===== config.mk =====
export PLATFORM = sky130hd
export DESIGN_NAME = data_pattern_gen
export DESIGN_NICKNAME = d
export VERILOG_FILES = /design/src/rtl/data_pattern_gen.sv
export SDC_FILE = /design/constraint.sdc
export NUM_CORES = 1
export LEC_CHECK = 0
export ABC_AREA = 0
export CAP_MARGIN = 20
export CELL_PAD_IN_SITES_DETAIL_PLACEMENT = 0
export CELL_PAD_IN_SITES_GLOBAL_PLACEMENT = 2
export CORE_ASPECT_RATIO = 1.5
export CORE_MARGIN = 2
export CORE_UTILIZATION = 34
export CTS_CLUSTER_DIAMETER = 80
export DETAILED_ROUTE_END_ITERATION = 7
export GPL_ROUTABILITY_DRIVEN = 0
export PLACE_DENSITY = 0.87
export SLEW_MARGIN = 20
export SYNTH_ARGS = -nofsm -noshare
export SYNTH_HDL_FRONTEND = slang
export SYNTH_SLANG_ARGS = --single-unit

===== constraint.sdc =====
create_clock -name clk -period 5.45 [get_ports clk]
set_input_delay 0.545 -clock clk [delete_from_list [all_inputs] [get_ports clk]]
set_output_delay 0.545 -clock clk [all_outputs]
set_load 0.02 [all_outputs]

===== src/rtl/data_pattern_gen.sv =====
// Sensor-model pattern generator: re-times fval/lval by two clocks and drives a
// multi-channel test pattern whose mode and header-skip are latched per frame.
module data_pattern_gen #(
  parameter int unsigned CHANNEL_NUM = 4,
  parameter int unsigned DATA_WIDTH  = 12,
  parameter int unsigned FCNT_WIDTH  = 16
) (
  input  logic                              clk,
  input  logic                              reset,
  input  logic [2:0]                        iv_mode,
  input  logic [7:0]                        iv_skip_line,
  input  logic [DATA_WIDTH-1:0]             iv_const,
  input  logic                              i_fval,
  input  logic                              i_lval,
  output logic                              o_fval,
  output logic                              o_lval,
  output logic [DATA_WIDTH*CHANNEL_NUM-1:0] ov_dout,
  output logic [FCNT_WIDTH-1:0]             ov_frame_cnt
);

  localparam logic [2:0]  ModeConst        = 3'd0;
  localparam logic [2:0]  ModePixInc       = 3'd1;
  localparam logic [2:0]  ModePixIncNoFval = 3'd2;
  localparam logic [2:0]  ModeLineInc      = 3'd3;
  localparam logic [2:0]  ModeFrameInc     = 3'd4;
  localparam logic [2:0]  ModeLfsr         = 3'd5;
  localparam logic [15:0] LfsrSeed         = 16'hACE1;
  localparam logic [15:0] LfsrPoly         = 16'hB400;
  localparam int unsigned DoutW            = DATA_WIDTH * CHANNEL_NUM;

  logic                  fval_d1_q, lval_d1_q, fval_d2_q, lval_d2_q;
  logic                  prime_q, prime_d, armed_q, armed_d;
  logic [2:0]            mode_q, mode_d;
  logic [7:0]            skip_q, skip_d, line_cnt_q, line_cnt_d;
  logic [15:0]           pix_cnt_q, pix_cnt_d;
  logic [31:0]           frm_pix_q, frm_pix_d;
  logic [FCNT_WIDTH-1:0] frame_cnt_q, frame_cnt_d, fcnt_lat_q, fcnt_lat_d;
  logic [15:0]           lfsr_q [CHANNEL_NUM];
  logic [15:0]           lfsr_d [CHANNEL_NUM];
  logic [DoutW-1:0]      dout_q, dout_d;

  logic                  frame_start, frame_end, line_end, act;
  logic [2:0]            mode_eff;
  logic [7:0]            skip_eff, line_eff, line_rel;
  logic [15:0]           pix_eff, lfsr_eff;
  logic [31:0]           frm_eff, pix_lin;
  logic [FCNT_WIDTH-1:0] fcnt_eff;
  logic [DATA_WIDTH-1:0] line_val;

  always_comb begin
    frame_start = armed_q & fval_d1_q & ~fval_d2_q;
    frame_end   = armed_q & ~fval_d1_q & fval_d2_q;
    line_end    = ~lval_d1_q & lval_d2_q;

    // prime_q marks that fval_d1 holds a real input sample, so a frame that was
    // already running across reset release cannot arm the generator.
    prime_d = 1'b1;
    armed_d = armed_q | (prime_q & ~fval_d1_q);

    // Values latched at frame start already apply on the frame-start cycle itself.
    mode_eff = frame_start ? iv_mode      : mode_q;
    skip_eff = frame_start ? iv_skip_line : skip_q;
    line_eff = frame_start ? 8'd0         : line_cnt_q;
    pix_eff  = frame_start ? 16'd0        : pix_cnt_q;
    frm_eff  = (frame_start && iv_mode != ModePixIncNoFval) ? 32'd0 : frm_pix_q;
    fcnt_eff = frame_start ? frame_cnt_q  : fcnt_lat_q;

    act = armed_q & fval_d1_q & lval_d1_q & (line_eff >= skip_eff);

    mode_d      = mode_eff;
    skip_d      = skip_eff;
    fcnt_lat_d  = fcnt_eff;
    line_cnt_d  = (line_end && !frame_start && line_cnt_q != 8'hFF) ? line_cnt_q + 8'd1
                                                                    : line_eff;
    pix_cnt_d   = line_end ? 16'd0 : pix_eff + 16'(lval_d1_q);
    frm_pix_d   = frm_eff + 32'(act);
    frame_cnt_d = frame_cnt_q + FCNT_WIDTH'(frame_end);

    line_rel = line_eff - skip_eff;
    line_val = DATA_WIDTH'({line_rel, pix_eff[3:0]});

    dout_d   = '0;
    lfsr_eff = '0;
    pix_lin  = '0;
    for (int ch = 0; ch < int'(CHANNEL_NUM); ch++) begin
      lfsr_eff   = frame_start ? (LfsrSeed ^ 16'(ch)) : lfsr_q[ch];
      lfsr_d[ch] = act ? ((lfsr_eff >> 1) ^ (lfsr_eff[0] ? LfsrPoly : 16'h0000)) : lfsr_eff;
      pix_lin    = frm_eff * CHANNEL_NUM + 32'(ch);
      if (act) begin
        case (mode_eff)
          ModeConst:        dout_d[ch*DATA_WIDTH +: DATA_WIDTH] = iv_const;
          ModePixInc,
          ModePixIncNoFval: dout_d[ch*DATA_WIDTH +: DATA_WIDTH] = pix_lin[DATA_WIDTH-1:0];
          ModeLineInc:      dout_d[ch*DATA_WIDTH +: DATA_WIDTH] = line_val;
          ModeFrameInc:     dout_d[ch*DATA_WIDTH +: DATA_WIDTH] = DATA_WIDTH'(fcnt_eff);
          ModeLfsr:         dout_d[ch*DATA_WIDTH +: DATA_WIDTH] = lfsr_eff[DATA_WIDTH-1:0];
          default:          dout_d[ch*DATA_WIDTH +: DATA_WIDTH] = '0;
        endcase
      end
    end
  end

  always_ff @(posedge clk) begin
    if (reset) begin
      fval_d1_q   <= 1'b0;
      lval_d1_q   <= 1'b0;
      fval_d2_q   <= 1'b0;
      lval_d2_q   <= 1'b0;
      prime_q     <= 1'b0;
      armed_q     <= 1'b0;
      mode_q      <= '0;
      skip_q      <= '0;
      line_cnt_q  <= '0;
      pix_cnt_q   <= '0;
      frm_pix_q   <= '0;
      frame_cnt_q <= '0;
      fcnt_lat_q  <= '0;
      dout_q      <= '0;
      for (int ch = 0; ch < int'(CHANNEL_NUM); ch++) lfsr_q[ch] <= '0;
    end else begin
      fval_d1_q   <= i_fval;
      lval_d1_q   <= i_lval;
      fval_d2_q   <= fval_d1_q;
      lval_d2_q   <= lval_d1_q;
      prime_q     <= prime_d;
      armed_q     <= armed_d;
      mode_q      <= mode_d;
      skip_q      <= skip_d;
      line_cnt_q  <= line_cnt_d;
      pix_cnt_q   <= pix_cnt_d;
      frm_pix_q   <= frm_pix_d;
      frame_cnt_q <= frame_cnt_d;
      fcnt_lat_q  <= fcnt_lat_d;
      dout_q      <= dout_d;
      for (int ch = 0; ch < int'(CHANNEL_NUM); ch++) lfsr_q[ch] <= lfsr_d[ch];
    end
  end

  assign o_fval       = fval_d2_q & armed_q;
  assign o_lval       = lval_d2_q & armed_q;
  assign ov_dout      = dout_q;
  assign ov_frame_cnt = frame_cnt_q;

endmodule

; ---- After elaboration in Yosys (flattened, before gate mapping)
; Memory sizes are Yosys's and may differ from the RTL's.
; Index checks and enable logic that the tools add are counted.
; W data, S select, Z words.
[word_totals]
ff_bits = 149
ramBits = 64
input_bits = 27
output_inout_bits = 66
word_cells = 92
memories = 1
[mem_list]
columns = name, words, word_bits, rd, rd_clocked_by_memory_dff, wr, line_no
row1 = lfsr_q, 4, 16, 4, 0, 4, 38  ; logic [15:0] lfsr_q [CHANNEL_NUM];
[op_classes]
add_sub_neg = 8
n_lt_le_gt_ge = 1
n_eq_ne = 7
muxes = 30
bitwise = 23
n_reduce_logical = 8
[ops]
columns = operator, n
row1 = $mux W16, 17
row2 = $pmux W12 S5, 4
row3 = $xor A15 B16 Y16, 4
row4 = $add A16 B1 Y16, 2
row5 = $add A32 B1 Y32, 1
row6 = $mux W32, 1
row7 = $add A12 B2 Y12 const B, 2
row8 = $mux W8, 3
row9 = $add A12 B1 Y12 const B, 1
row10 = $mux W12, 1
row11 = $and A1 B1 Y1, 10
row12 = $add A8 B1 Y8 const B, 1
row13 = $ge A8 B8 Y1, 1
row14 = $ne A8 B8 Y1 const B, 1
row15 = $sub A8 B8 Y8, 1
row16 = $eq A3 B2 Y1 const B, 2
row17 = $eq A3 B3 Y1 const B, 2
row18 = $reduce_or A2 Y1, 3
row19 = $or A1 B1 Y1, 5
row20 = $not A1 Y1, 4
row21 = $eq A3 B1 Y1 const B, 1
row22 = $logic_and A1 B1 Y1, 3
row23 = $logic_not A3 Y1, 1
row24 = $mux W1, 3
row25 = 3 further kinds, 3

; ---- Depth between registers and ports, before layout
[depth]
depth_word = 7
depth_mapped = 23
depth_no_buf = 16

; ---- Worst setup path before layout
; No wires, ideal clock.
[synth_path]
kind = register to register
start = register armed_q
end = register frm_pix_q[8]
setup_ns = 0.120
arrival_ns = 4.069
required_ns = 5.330
slack_ns = 1.261
path_stages_with_launch = 21
period_less_slack_ns = 4.189
cell_sequence = dfxtp_1 -> and3b_1 -> buf_4 -> buf_6 -> buf_2 -> buf_2 -> buf_2 -> mux2i_1 -> ha_1 -> a21o_1 -> a21o_1 -> a21o_1 -> o311ai_4 -> inv_2 -> buf_6 -> buf_2 -> ha_1 -> ha_1 -> nand4_1 -> xor2_1 -> nor2_1
[synth_via]
elab_chain_len = 6
[synth_lines]
columns = item, line_no
row1 = from (decl), 32  ; logic prime_q, prime_d, armed_q, armed_d;
row2 = from (signal assigned), 126  ; armed_q <= armed_d;
row3 = $and A1 B1 Y1 *, "51, 68"
row4 = $and A1 B1 Y1, 51  ; frame_start = armed_q & fval_d1_q & ~fval_d2_q;
row5 = "$mux W8, on equally long branches", "63, 62"
row6 = $ge A8 B8 Y1, 68  ; act = armed_q & fval_d1_q & lval_d1_q & (line_eff >= skip_eff);
row7 = $and A1 B1 Y1, 68
row8 = $add A32 B1 Y32 *, 76  ; frm_pix_d = frm_eff + 32'(act);
row9 = to (signal assigned), 131  ; frm_pix_q <= frm_pix_d;
row10 = to (decl), 36  ; logic [31:0] frm_pix_q, frm_pix_d;
; Mark *: on every way between the ends. The rest lies on a longest branch, timed or not.
; A chain may end at the register's enable or synchronous reset.

; ---- Final worst setup path
[layout_path]
start = register armed_q
end = register frm_pix_q[4]
; The elaborated chain is that of the path after synthesis.

==> impl_metrics.tcl <==
set metrics [dict create \
    numCtsBuffers 17 \
    yosys_warnings 0 \
    tightestPinTransition_ns 1.072 \
    firstDrtPassIters 6 \
    grt_max_degree 77 \
    die-area_sq_um 23450 \
    fin_nets 967 \
    cts.clk_slew.worst_paths_ns 0.07 \
    cts_tree "done" \
    vdd_drop_max_uv 228.9 \
    leakage_nw 3.269 \
    whs_ns 0.4577 \
    port-buffer-count 92 \
    insertion_delay_ns 0.45 \
    min_period_over_period_pct 70.08 \
    hold_violations 0 \
    rsz0062_at_grt "false" \
    io_pins 93 \
    area_delta_synth_final_pct 22.07 \
    drt-initial-drc-count 378 \
    fin_ws_ns 1.631 \
    syn_inst 869 \
    ys_ff_latch 179 \
    cp_max_fo 34 \
    fillCellCount 2231 \
    core_area_sq_um 21720 \
    dr_total_vias 6282 \
    period_needed_ns 3.819 \
    htreeDepth 4 \
    post-dp-hpwl_microns 13660 \
    crit_type "flop to flop" \
    post_cts_buffers 0 \
    drive_gt1_share_pct 5.656 \
    via_per_inst 5.196 \
    skew_ns 0.01200 \
    grt_pass1_vias 6035 \
    grt_antenna_before_repair 0 \
    reg2regPathDepth 13 \
    fmax_ghz 0.2618 \
    rows 66 \
    cp.required_ns 5.77 \
    drv_slew 0 \
    cts_buffer_depth 2 \
    powerDensity_nw_per_um2 309.3 \
    cts_root_buffer "clkbuf_16" \
    final-setup-viol-count 0 \
    grt_usage_pct 17.24 \
    ys_seq_area_share_pct 47.45 \
    async_flop_share_pct 0 \
    outcome "completed" \
    final_common_cell "dfxtp_1" \
    fp.dieH_microns 186.5 \
    rrSetupSlack_ns 1.63 \
    layout_common_cells "179 x dfxtp_1, 129 x a21oi_1, 101 x nand2_1" \
    cts_hold_buf 0 \
    hold_class "flop to flop" \
    dp_cells 1178 \
    gr-total-overflow 0 \
    hp-start "lfsr_q[0][15]" \
    maxCapViolCount 0 \
    floorplan.initialDensity_pct 34.77 \
    drc 0 \
    synth_ff_type "dfxtp_1" \
    cts_sinks 179 \
    final_cell_count_no_fill 1209 \
    grt_pass1_wl_microns 32420 \
    final_core_util_pct 42.45 \
    slew_headroom_pct 28.51 \
    die_w_microns 125.7 \
    syn-num-nets 911 \
    wl_per_cell_microns 16.62 \
    ys_types 53 \
    r2r-end "frm_pix_q[4]" \
    post-place-ws_ns 1.624 \
    critPathLaunchType "flop" \
    routed_wirelength_microns 20090 \
    syn-cell-area_sq_um 7552 \
    r2r_start "armed_q" \
    fin_tns_setup_ns 0 \
    worstHoldPathCells 2 \
    synth_edf_count 0 \
    syn_area_per_cell_sq_um 8.691 \
    drtAntennaViolNets 0 \
    cp.arrival_ns 4.14 \
    ctsResizeCount 0 \
    whs_endpoint "lfsr_q[0][15]" \
    n_antenna_cell 0 \
    endpoint_kind "flop" \
]
registers in the layout (all words and copies together) (netlist names):
| name | cells |
|---|---|
| line_cnt_q | 8 |
| fval_d1_q | 1 |
| lval_d1_q | 1 |
| fcnt_lat_q | 12 |
| armed_q | 1 |
| lfsr_q | 64 |
| frm_pix_q | 10 |
| prime_q | 1 |
| skip_q | 8 |
| ov_dout | 48 |
| ov_frame_cnt | 16 |
| mode_q | 3 |
| fval_d2_q | 1 |
| pix_cnt_q | 4 |
| lval_d2_q | 1 |
kinds of logic (layout without fill, tap and decap cells):
kind of cell | after synthesis | in the layout | share of synthesized area (%)
compound gates | 249 | 249 | 19.40
xor+xnor | 44 | 44 | 5.103
simple gates | 293 | 293 | 18.41
mux | 20 | 20 | 2.883
flops | 179 | 179 | 47.45
buf+inv | 69 | 137 | 4.274
fa+ha+maj | 15 | 15 | 2.485
through the flow:
| step | area (sq um) | total power, mW |
|---|---|---|
| 4_1_cts | 9219 | 2.877 |
| 2_1_floorplan | 7552 | 1.482 |
| 3_5_place_dp | 8583 | 1.551 |
| 5_1_grt | 9219 | 2.947 |
| 3_3_place_gp | 8583 | 1.552 |
| 6_report | 9219 | 2.851 |
where the power goes:
part / leakage (nW) / internal [mW] / switching (mW)
clock network: 0.308 / 0.744 / 0.586
logic: 1.52 / 0.0678 / 0.114
registers: 1.45 / 1.32 / 0.0140
total: 3.27 / 2.14 / 0.715
per-layer routing:
metal / track usage [%] / part of all wire (%) / wire, microns
met4: 5.940 / 1.6 / 313
met5: 0 / 0 / 0
met3: 2.982 / 3.4 / 683
met1: 21.59 / 44 / 8888
met2: 29.73 / 51 / 10210
synth_stat cells (all sizes together) (9+ instances only):
cell,number,area share (%)
a21oi,129,8.5
and2,19,1.6
and3,15,1.2
buf,34,2.5
clkbuf,29,1.4
dfxtp,179,47
ha,15,2.5
mux2i,19,2.7
nand2,101,5.0
nand3,49,3.2
nor2,65,3.2
nor2b,9,0.75
o21ai,69,4.6
xnor2,17,2.0
xor2,27,3.1
worst max-delay path, stage by stage, from the launching register on:
cell      delay (ns)
dfxtp_1         0.42
and3b_4         0.58
mux2i_1         0.31
ha_1            0.31
a21o_1          0.21
a21o_1          0.19
a21o_1          0.21
o311ai_4        0.30
inv_2           0.29
ha_1            0.32
ha_1            0.24
nand3_1         0.11
xor2_1          0.15
nor2_1          0.05
worst max path at each step:
stage	from	endpoint	cells past startpoint
floorplan	armed_q	frm_pix_q[8]	20
global placement	armed_q	frm_pix_q[8]	13
detailed placement	armed_q	frm_pix_q[8]	13
CTS	armed_q	frm_pix_q[4]	13
global route	armed_q	frm_pix_q[6]	13
finish	armed_q	frm_pix_q[4]	13
cell type report:
type / instances / area [sq um] / share of cell area (%)
clock buffers: 17 / 425.4 / 4.615
clock inverters: 14 / 210.2 / 2.280
inverters: 6 / 22.52 / 0.2443
multi-input cells: 621 / 3659 / 39.69
flip-flops and latches: 179 / 3583 / 38.87
well taps: 272 / 340.3 / 3.692
repair buffers: 100 / 978.4 / 10.61
Power figures use the tool's default switching activity.
